===== config.mk =====
export PLATFORM = sky130hd
export DESIGN_NAME = instr_encoder
export DESIGN_NICKNAME = d
export VERILOG_FILES = /design/src/rtl/instr_enc_pkg.sv /design/src/rtl/instr_enc_pack.sv /design/src/rtl/instr_encoder.sv
export SDC_FILE = /design/constraint.sdc
export NUM_CORES = 1
export LEC_CHECK = 0
export BUFFER_PORTS_ARGS = -buffer_cell sky130_fd_sc_hd__buf_4
export CORE_MARGIN = 4
export CORE_UTILIZATION = 35
export DETAILED_ROUTE_END_ITERATION = 12
export GPL_ROUTABILITY_DRIVEN = 0
export PLACE_DENSITY_LB_ADDON = 0.3
export SLEW_MARGIN = 20
export SYNTH_ARGS = -nofsm -noshare
export SYNTH_HDL_FRONTEND = slang
export SYNTH_HIERARCHICAL = 1
export SYNTH_SLANG_ARGS = --single-unit

===== constraint.sdc =====
create_clock -name clk -period 2.4 [get_ports clk]
set_input_delay 0.24 -clock clk [delete_from_list [all_inputs] [get_ports clk]]
set_output_delay 0.24 -clock clk [all_outputs]
set_load 0.005 [all_outputs]

===== src/rtl/instr_enc_pkg.sv =====
// Shared types and constants for the RV32I instruction encoder.
// Opcodes, instruction formats, immediate range limits and the stage-1 field payload.
package instr_enc_pkg;

  localparam int unsigned INSTR_W  = 32;
  localparam int unsigned OPC_W    = 7;
  localparam int unsigned REG_W    = 5;
  localparam int unsigned F3_W     = 3;
  localparam int unsigned F7_W     = 7;
  localparam int unsigned IMM_W    = 32;
  localparam int unsigned ERRCNT_W = 16;

  localparam logic [OPC_W-1:0] OP_LOAD   = 7'b0000011;
  localparam logic [OPC_W-1:0] OP_IMM    = 7'b0010011;
  localparam logic [OPC_W-1:0] OP_JALR   = 7'b1100111;
  localparam logic [OPC_W-1:0] OP_STORE  = 7'b0100011;
  localparam logic [OPC_W-1:0] OP_BRANCH = 7'b1100011;
  localparam logic [OPC_W-1:0] OP_LUI    = 7'b0110111;
  localparam logic [OPC_W-1:0] OP_AUIPC  = 7'b0010111;
  localparam logic [OPC_W-1:0] OP_JAL    = 7'b1101111;
  localparam logic [OPC_W-1:0] OP_REG    = 7'b0110011;

  typedef enum logic [2:0] {
    FMT_R,
    FMT_I,
    FMT_S,
    FMT_B,
    FMT_U,
    FMT_J,
    FMT_BAD
  } fmt_e;

  // Signed limits of the immediates each format can carry
  localparam int IMM_I_MIN = -2048;
  localparam int IMM_I_MAX = 2047;
  localparam int IMM_B_MIN = -4096;
  localparam int IMM_B_MAX = 4094;
  localparam int IMM_J_MIN = -(1 << 20);
  localparam int IMM_J_MAX = (1 << 20) - 2;

  typedef struct packed {
    logic [OPC_W-1:0] opcode;
    logic [REG_W-1:0] rd;
    logic [REG_W-1:0] rs1;
    logic [REG_W-1:0] rs2;
    logic [F3_W-1:0]  funct3;
    logic [F7_W-1:0]  funct7;
    logic [IMM_W-1:0] imm;
  } fields_t;

  function automatic fmt_e fmt_of(input logic [OPC_W-1:0] opcode);
    fmt_e fmt;
    case (opcode)
      OP_LOAD, OP_IMM, OP_JALR: fmt = FMT_I;
      OP_STORE:                 fmt = FMT_S;
      OP_BRANCH:                fmt = FMT_B;
      OP_LUI, OP_AUIPC:         fmt = FMT_U;
      OP_JAL:                   fmt = FMT_J;
      OP_REG:                   fmt = FMT_R;
      default:                  fmt = FMT_BAD;
    endcase
    return fmt;
  endfunction

endpackage


===== src/rtl/instr_enc_pack.sv =====
// Combinational RV32I field packer with immediate range/alignment check.
// Out-of-range immediates are still packed bit-truncated; unknown opcodes yield 0.
import instr_enc_pkg::*;

module instr_enc_pack (
  input  fields_t             fields,
  output logic [INSTR_W-1:0]  instr_c,
  output logic                err_c
);

  fmt_e                    fmt;
  logic signed [IMM_W-1:0] simm;
  logic                    fits_i;
  logic                    fits_b;
  logic                    fits_j;
  logic                    odd;

  assign fmt    = fmt_of(fields.opcode);
  assign simm   = $signed(fields.imm);
  assign fits_i = (simm >= IMM_I_MIN) && (simm <= IMM_I_MAX);
  assign fits_b = (simm >= IMM_B_MIN) && (simm <= IMM_B_MAX);
  assign fits_j = (simm >= IMM_J_MIN) && (simm <= IMM_J_MAX);
  assign odd    = fields.imm[0];

  always_comb begin
    instr_c = '0;
    err_c   = 1'b0;
    case (fmt)
      FMT_R: begin
        instr_c = {fields.funct7, fields.rs2, fields.rs1, fields.funct3,
                   fields.rd, fields.opcode};
      end
      FMT_I: begin
        instr_c = {fields.imm[11:0], fields.rs1, fields.funct3,
                   fields.rd, fields.opcode};
        err_c   = !fits_i;
      end
      FMT_S: begin
        instr_c = {fields.imm[11:5], fields.rs2, fields.rs1, fields.funct3,
                   fields.imm[4:0], fields.opcode};
        err_c   = !fits_i;
      end
      FMT_B: begin
        instr_c = {fields.imm[12], fields.imm[10:5], fields.rs2, fields.rs1,
                   fields.funct3, fields.imm[4:1], fields.imm[11], fields.opcode};
        err_c   = !fits_b || odd;
      end
      FMT_U: begin
        instr_c = {fields.imm[31:12], fields.rd, fields.opcode};
        err_c   = |fields.imm[11:0];
      end
      FMT_J: begin
        instr_c = {fields.imm[20], fields.imm[10:1], fields.imm[11],
                   fields.imm[19:12], fields.rd, fields.opcode};
        err_c   = !fits_j || odd;
      end
      default: begin
        instr_c = '0;
        err_c   = 1'b1;
      end
    endcase
  end

endmodule


===== src/rtl/instr_encoder.sv =====
// Two-stage valid/ready RV32I instruction encoder with running word-address counter.
// Optional build macro INSTR_ENC_ERRCNT_EN adds a saturating err_count output.
import instr_enc_pkg::*;

module instr_encoder #(
  parameter int unsigned ADDR_W    = 10,
  parameter int unsigned BASE_ADDR = 0
) (
  input  logic                clk,
  input  logic                rst_n,
  input  logic                clear,
  input  logic                in_valid,
  output logic                in_ready,
  input  logic [OPC_W-1:0]    opcode,
  input  logic [REG_W-1:0]    rd,
  input  logic [REG_W-1:0]    rs1,
  input  logic [REG_W-1:0]    rs2,
  input  logic [F3_W-1:0]     funct3,
  input  logic [F7_W-1:0]     funct7,
  input  logic [IMM_W-1:0]    imm,
  output logic                out_valid,
  input  logic                out_ready,
  output logic [INSTR_W-1:0]  out_instr,
  output logic [ADDR_W-1:0]   out_addr,
  output logic                out_err
`ifdef INSTR_ENC_ERRCNT_EN
  ,
  output logic [ERRCNT_W-1:0] err_count
`endif
);

  fields_t              s1_fields_q, s1_fields_d;
  logic                 s1_valid_q, s1_valid_d;
  logic                 s2_valid_q, s2_valid_d;
  logic [INSTR_W-1:0]   s2_instr_q, s2_instr_d;
  logic                 s2_err_q, s2_err_d;
  logic [ADDR_W-1:0]    addr_q, addr_d;

  logic                 s2_load;
  logic                 in_hs;
  logic                 out_hs;
  logic [INSTR_W-1:0]   pack_instr;
  logic                 pack_err;

  // A stage loads when empty or when the stage after it is draining
  assign s2_load  = !s2_valid_q || out_ready;
  assign in_ready = !s1_valid_q || s2_load;
  assign in_hs    = in_valid && in_ready;
  assign out_hs   = s2_valid_q && out_ready;

  instr_enc_pack u_pack (
    .fields  (s1_fields_q),
    .instr_c (pack_instr),
    .err_c   (pack_err)
  );

  always_comb begin
    s1_valid_d  = s1_valid_q;
    s1_fields_d = s1_fields_q;
    if (in_ready) begin
      s1_valid_d = in_valid;
    end
    if (in_hs) begin
      s1_fields_d.opcode = opcode;
      s1_fields_d.rd     = rd;
      s1_fields_d.rs1    = rs1;
      s1_fields_d.rs2    = rs2;
      s1_fields_d.funct3 = funct3;
      s1_fields_d.funct7 = funct7;
      s1_fields_d.imm    = imm;
    end
  end

  // Stage 2 holds its word while stalled so outputs stay stable
  always_comb begin
    s2_valid_d = s2_valid_q;
    s2_instr_d = s2_instr_q;
    s2_err_d   = s2_err_q;
    if (s2_load) begin
      s2_valid_d = s1_valid_q;
      if (s1_valid_q) begin
        s2_instr_d = pack_instr;
        s2_err_d   = pack_err;
      end
    end
  end

  // clear beats a simultaneous handshake; the handshaking beat keeps the old address
  always_comb begin
    addr_d = addr_q;
    if (clear) begin
      addr_d = ADDR_W'(BASE_ADDR);
    end else if (out_hs) begin
      addr_d = addr_q + ADDR_W'(1);
    end
  end

  always_ff @(posedge clk or negedge rst_n) begin
    if (!rst_n) begin
      s1_valid_q  <= 1'b0;
      s1_fields_q <= '0;
      s2_valid_q  <= 1'b0;
      s2_instr_q  <= '0;
      s2_err_q    <= 1'b0;
      addr_q      <= ADDR_W'(BASE_ADDR);
    end else begin
      s1_valid_q  <= s1_valid_d;
      s1_fields_q <= s1_fields_d;
      s2_valid_q  <= s2_valid_d;
      s2_instr_q  <= s2_instr_d;
      s2_err_q    <= s2_err_d;
      addr_q      <= addr_d;
    end
  end

  assign out_valid = s2_valid_q;
  assign out_instr = s2_instr_q;
  assign out_err   = s2_err_q;
  assign out_addr  = addr_q;

`ifdef INSTR_ENC_ERRCNT_EN
  logic [ERRCNT_W-1:0] errcnt_q, errcnt_d;

  // Saturating count of accepted error beats
  always_comb begin
    errcnt_d = errcnt_q;
    if (clear) begin
      errcnt_d = '0;
    end else if (out_hs && s2_err_q && (errcnt_q != '1)) begin
      errcnt_d = errcnt_q + ERRCNT_W'(1);
    end
  end

  always_ff @(posedge clk or negedge rst_n) begin
    if (!rst_n) begin
      errcnt_q <= '0;
    end else begin
      errcnt_q <= errcnt_d;
    end
  end

  assign err_count = errcnt_q;
`endif

endmodule


==> results of run 1 <==
==> cells by family (layout without fill, tap and decap cells) <==
kind of cell               after synthesis  after routing  share of synthesized area
DFF                                    109            109                      0.545
adders and majority gates                1              1                    0.00250
muxes                                   97             97                      0.218
buffers and inverters                   34            155                     0.0362
and+or+nand+nor                        118            118                      0.129
AOI/OAI and AO/OA                       46             46                     0.0655
xor gates and xnor gates                 2              2                    0.00350
==> cell type report <==
type / instances / area share
Sequential cell: 109 / 0.426
Multi-Input combinational cell: 264 / 0.328
Timing Repair Buffer: 124 / 0.152
Clock buffer: 11 / 0.0379
Tap cell: 180 / 0.0352
Clock inverter: 4 / 0.0113
Inverter: 16 / 0.00939
==> power by group through the flow <==
| stage | sequential, µW | clock [µW] | combinational [µW] |
|---|---|---|---|
| after global placement | 2280 | 0 | 684 |
| after CTS | 2260 | 1620 | 704 |
| after floorplan | 2220 | 0 | 413 |
| after detailed placement | 2300 | 0 | 700 |
| final | 2270 | 1580 | 692 |
| after global routing | 2300 | 1700 | 764 |
==> path summary, 6_finish.rpt <==
kind                            cells after the start         endpoint            start  slack (ns)
worst max-delay path                                5          out_err  s1_fields_q[19]        0.21
worst min-delay path                                2  s1_fields_q[57]        opcode[0]        0.11
worst max register to register                      5          out_err  s1_fields_q[19]        0.21
worst min register to register                      1        out_valid       s1_valid_q        0.50
max in group asynchronous                           3      out_addr[2]            rst_n        1.21
min in group asynchronous                           2     out_instr[9]            rst_n        0.49
==> layer usage <==
metal	wire length (µm)	up-vias	global-route usage
li1	-	1732	-
met1	5790	1887	0.215
met2	5980	116	0.259
met3	717	14	0.0401
met4	197	0	0.0468
met5	0	-	0
==> flip-flops by register name, indices dropped and copies added, names as in the netlist <==
name	count
out_valid	1
out_addr	10
out_err	1
out_instr	32
s1_fields_q	64
s1_valid_q	1
==> timing repair <==
action | CTS | global route
resized for setup | 0 | 0
hold endpoints to repair | 52 | 0
hold buffers | 1 | 0
endpoints found under the setup margin | 0 | 0
==> per-stage QoR <==
step | power [µW] | hold slack, ns | util | setup WS (ns)
global placement | 2970 | 0.339 | 0.436 | 0.255
detailed placement | 3000 | 0.350 | 0.436 | 0.243
global route | 4760 | 0.111 | 0.459 | 0.127
CTS | 4590 | 0.103 | 0.459 | 0.233
floorplan | 2630 | -0.0556 | - | 0.322
finish | 4540 | 0.114 | 0.459 | 0.210
==> cell usage after synthesis (7+ instances only) <==
library cell    n
buf_2           7
a21oi_1        11
or4_1           7
nand4_1        11
nand2_1        37
o21ai_0         9
mux2_2         92
dfrtp_1       109
inv_1          15
nand3_1        18
a222oi_1       11
nor2_1          7
==> layout by cell type, fill, tap and decap left out, types with 3 or more instances in the layout <==
master / instances
nor3_1: 3
and3_1: 3
o31ai_1: 5
mux2_2: 92
nor2_1: 7
a21oi_1: 11
buf_4: 120
or4_1: 7
nand2_1: 37
buf_12: 3
nand3_1: 18
nor4_1: 6
nand2b_1: 5
dfrtp_1: 109
o21ai_0: 9
clkbuf_16: 9
nand4_1: 11
a222oi_1: 11
mux2_1: 5
and2_1: 4
inv_1: 15
==> impl_metrics.env, run 1 <==
export IMPL_row_count=43
export IMPL_die_h_um=128
export IMPL_pin_count=114
export IMPL_seqCellArea_um2=2730
export IMPL_die_w_um=128
export IMPL_setup_viol=0
export IMPL_dr_total_vias=3749
export IMPL_dr_pass1_iters=5
export IMPL_grt_ovfl_total=0
export IMPL_drive_above_1_share=0.451
export IMPL_cts_tree="built"
export IMPL_period_minus_slack_ns=2.19
export IMPL_slew_headroom=0.434
export IMPL_crit_chain="or4_4 > or4b_1 > a31oi_1 > o221ai_1 > mux2_2"
export IMPL_cp_top_family="simple AND/OR/NAND/NOR gates"
export IMPL_critPathKind="register to register"
export IMPL_power_switching_uw=1150
export IMPL_fin_area_um2=6400
export IMPL_hold_viol=0
export IMPL_synth_cells=407
export IMPL_grt_pass1_vias=3874
export IMPL_finalNetCount=594
export IMPL_netSwitchingFraction=0.253
export IMPL_hpwl_um=9330
export IMPL_clockRootBuffer="clkbuf_16"
export IMPL_maxSlewViolCount=0
export IMPL_cp_data_required_time_ns=2.63
export IMPL_fmax_mhz=457
export IMPL_end_kind="register"
export IMPL_timing_final_crit_share=0.912
export IMPL_clock_sinks=109
export IMPL_grt_pass1_wl_um=20700
export IMPL_p_leak_uw=0.00301
export IMPL_cellPowerDensity_nw_per_um2=710
export IMPL_routed_wl_um=12700
export IMPL_wire_per_inst_um=17.9
export IMPL_synthTopCellsByArea="dfrtp_1 54%, mux2_2 21%, nand2_1 2.8%, a222oi_1 2.2%, nand3_1 1.8%"
export IMPL_track_usage=0.161
export IMPL_synth_distinct_cells=45
export IMPL_avgViaCountPerCell=5.30
export IMPL_coreArea_um2=13900
export IMPL_pwr_share_clk=0.348
export IMPL_synthDominantCellAreaShare=0.545
export IMPL_critPathMaxStageDelay_ns=0.54
export IMPL_post_dp_cell_area_um2=6070
export IMPL_yosysSeqAreaShare=0.545
export IMPL_synth_area_leader_cell="dfrtp_1"
export IMPL_maxCapViolations=0
export IMPL_fin_setup_tns_ns=0
export IMPL_rsz0062_at_grt="no"
export IMPL_ir_drop_mv=0.458
export IMPL_nFillCells=1284
export IMPL_synth_edff_count=0
export IMPL_yosys_register_bits=109
export IMPL_drt_iter0_drc=262
export IMPL_place_inst=692
export IMPL_tightest_slew_ns=0.842
export IMPL_die_area_um2=16300
export IMPL_multi_input_area_um2=2100
export IMPL_slowest_stage="or4_4"
export IMPL_critical_path_startpoint_type="register"
export IMPL_drcViolationCount=0
export IMPL_start_util=0.359
export IMPL_p_int_uw=3390
export IMPL_clock_skew_ns=0.00722
export IMPL_avgSynthCellArea_um2=12.3
export IMPL_clockBufferDepth=2
export IMPL_status="complete, no violations"
export IMPL_hold_path_class="input pin to register"
export IMPL_syn_nets=477
export IMPL_path_buf_inv=0
export IMPL_worstPathMaxFanout=4
export IMPL_cts_buffers=9
export IMPL_instances_no_fill=708
export IMPL_drtAntennaViolNets=0
export IMPL_critPathArrivalTime_ns=2.42
export IMPL_portBuffers=113
export IMPL_antenna_diode_count=0
export IMPL_htree_levels=3
export IMPL_synth_ff_type="dfrtp_1"
export IMPL_area_growth_pct=27.8
export IMPL_grt_max_degree=55
export IMPL_clock_latency_ns=0.35
export IMPL_clk_pin_slew_worst_paths_ns=0.07
export IMPL_post_cts_setup_buffers=0
export IMPL_netlist_area_um2=5010
export IMPL_antenna_found_initial=0
export IMPL_pwr_share_seq=0.499
export IMPL_ys_warnings_count=6
export IMPL_synthArstFlopShare=1.00
export IMPL_p_comb_frac=0.153
No activity file was read; power rests on OpenSTA's default activity.
==> run 2, diff against run 1 <==
BUFFER_PORTS_ARGS = not set   (was -buffer_cell sky130_fd_sc_hd__buf_4)
DONT_BUFFER_PORTS = 1   (was not set)
GPL_TIMING_DRIVEN = 0   (was not set)
==> impl_metrics.env, run 2 (synthesized netlist as in run 1, its figures left out) <==
export IMPL_pin_count=114
export IMPL_fin_setup_tns_ns=0
export IMPL_slew_headroom=0.475
export IMPL_grt_pass1_vias=3521
export IMPL_final_common_cell="dfrtp_1"
export IMPL_timing_final_crit_share=0.938
export IMPL_coreArea_um2=13900
export IMPL_area_growth_pct=11.5
export IMPL_reg2reg_depth=5
export IMPL_drtAntennaViolNets=0
export IMPL_status="finished, violations left"
export IMPL_die_w_um=128
export IMPL_antenna_found_initial=2
export IMPL_timing_hold_ws_ns=-0.418
export IMPL_drive_above_1_share=0.314
export IMPL_tightest_slew_ns=0.780
export IMPL_p_leak_uw=0.00246
export IMPL_cellPowerDensity_nw_per_um2=776
export IMPL_post_cts_setup_buffers=0
export IMPL_pwr_share_clk=0.362
export IMPL_p_int_uw=3160
export IMPL_hold_path_class="input pin to asynchronous set/reset pin"
export IMPL_row_count=43
export IMPL_track_usage=0.159
export IMPL_maxSlewViolCount=0
export IMPL_drt_iter0_drc=213
export IMPL_wire_per_inst_um=20.6
export IMPL_start_util=0.359
export IMPL_pwr_share_seq=0.523
export IMPL_layout_common_cells="109 x dfrtp_1, 92 x mux2_2, 37 x nand2_1"
export IMPL_worstReg2RegEnd="out_err"
export IMPL_critPathArrivalTime_ns=2.50
export IMPL_grt_max_degree=110
export IMPL_clk_pin_slew_worst_paths_ns=0.08
export IMPL_htree_levels=3
export IMPL_netSwitchingFraction=0.270
export IMPL_portBuffers=0
export IMPL_violations="hold timing"
export IMPL_critical_path_startpoint_type="register"
export IMPL_cp_data_required_time_ns=2.64
export IMPL_dr_total_vias=3382
export IMPL_die_h_um=128
export IMPL_postCtsHoldBufs=1
export IMPL_maxCapViolations=0
export IMPL_hold_viol=109
export IMPL_dr_pass1_iters=7
export IMPL_largest_register_ffs=64
export IMPL_die_area_um2=16300
export IMPL_p_comb_frac=0.115
export IMPL_avgViaCountPerCell=5.58
export IMPL_clockBufferDepth=2
export IMPL_clock_skew_ns=0.00691
export IMPL_setup_viol=0
export IMPL_clock_latency_ns=0.36
export IMPL_grt_pass1_wl_um=20000
export IMPL_ir_drop_mv=0.433
export IMPL_drcViolationCount=0
export IMPL_final_setup_worst_slack_ns=0.149
export IMPL_r2r_start="s1_fields_q[19]"
export IMPL_end_kind="register"
export IMPL_worstPathMaxFanout=4
export IMPL_rsz0062_at_grt="no"
export IMPL_instances_no_fill=606
export IMPL_finalNetCount=489
export IMPL_cts_buffers=9
export IMPL_place_inst=587
export IMPL_cts_tree="built"
export IMPL_r2r_slack_ns=0.15
export IMPL_critPathKind="register to register"
export IMPL_clock_sinks=109
export IMPL_routed_wl_um=12500
export IMPL_clockRootBuffer="clkbuf_16"
export IMPL_fmax_mhz=444
export IMPL_hpwl_um=9170
export IMPL_post_place_ws_ns=0.156
export IMPL_grt_ovfl_total=0
export IMPL_power_switching_uw=1170
export IMPL_top_register="s1_fields_q"
export IMPL_period_minus_slack_ns=2.25
## run 2: critical path: stages, from the launching register on
cell	delay, ns
dfrtp_1	0.42
or4_4	0.54
or4b_1	0.55
a31oi_1	0.20
o221ai_1	0.15
mux2_2	0.27
## run 2: how the worst max path moves through the flow
stage                    start             to  cells after the start
5_1_grt        s1_fields_q[59]  out_instr[15]                      9
2_1_floorplan  s1_fields_q[19]        out_err                      5
6_report       s1_fields_q[19]        out_err                      5
4_1_cts        s1_fields_q[59]  out_instr[12]                      7
3_3_place_gp   s1_fields_q[59]  out_instr[14]                      7
3_5_place_dp   s1_fields_q[59]  out_instr[13]                      7
## run 2: layer usage
layer  GRT usage  up-vias  part of all wire
li1            -     1530                 -
met2       0.257      128              0.49
met3      0.0694       20             0.087
met5           0        -                 0
met1       0.196     1704              0.40
met4      0.0393        0             0.019
## run 2: through the flow
step	power [µW]	hold WS [ns]	area, µm²	utilization
floorplan	2630	-0.0556	5010	-
global placement	2770	-0.0475	5230	0.375
detailed placement	2790	-0.0485	5230	0.375
CTS	4380	-0.439	5560	0.399
global route	4560	-0.448	5580	0.400
finish	4330	-0.418	5580	0.400
## run 2: power by group through the flow
stage / registers [µW] / logic [µW] / clock network, µW
CTS: 2260 / 497 / 1620
global placement: 2290 / 479 / 0
finish: 2260 / 498 / 1570
floorplan: 2220 / 413 / 0
global route: 2300 / 553 / 1710
detailed placement: 2300 / 493 / 0
## run 2: area by class of cell
| cell class | count | area [µm²] |
|---|---|---|
| buffer | 18 | 124 |
| timing repair buffer | 1 | 10.0 |
| clock inverter | 7 | 92.6 |
| tap | 180 | 225 |
| fill | 1345 | 8350 |
| sequential | 109 | 2730 |
| antenna | 2 | 5.00 |
| inverter | 16 | 60.1 |
| clock buffer | 9 | 225 |
| multi-input combinational | 264 | 2110 |
## run 2: what timing repair did
action,in CTS,in global routing
resized for setup,0,6
endpoints found under the hold margin,110,109
endpoints found under the setup margin,0,8
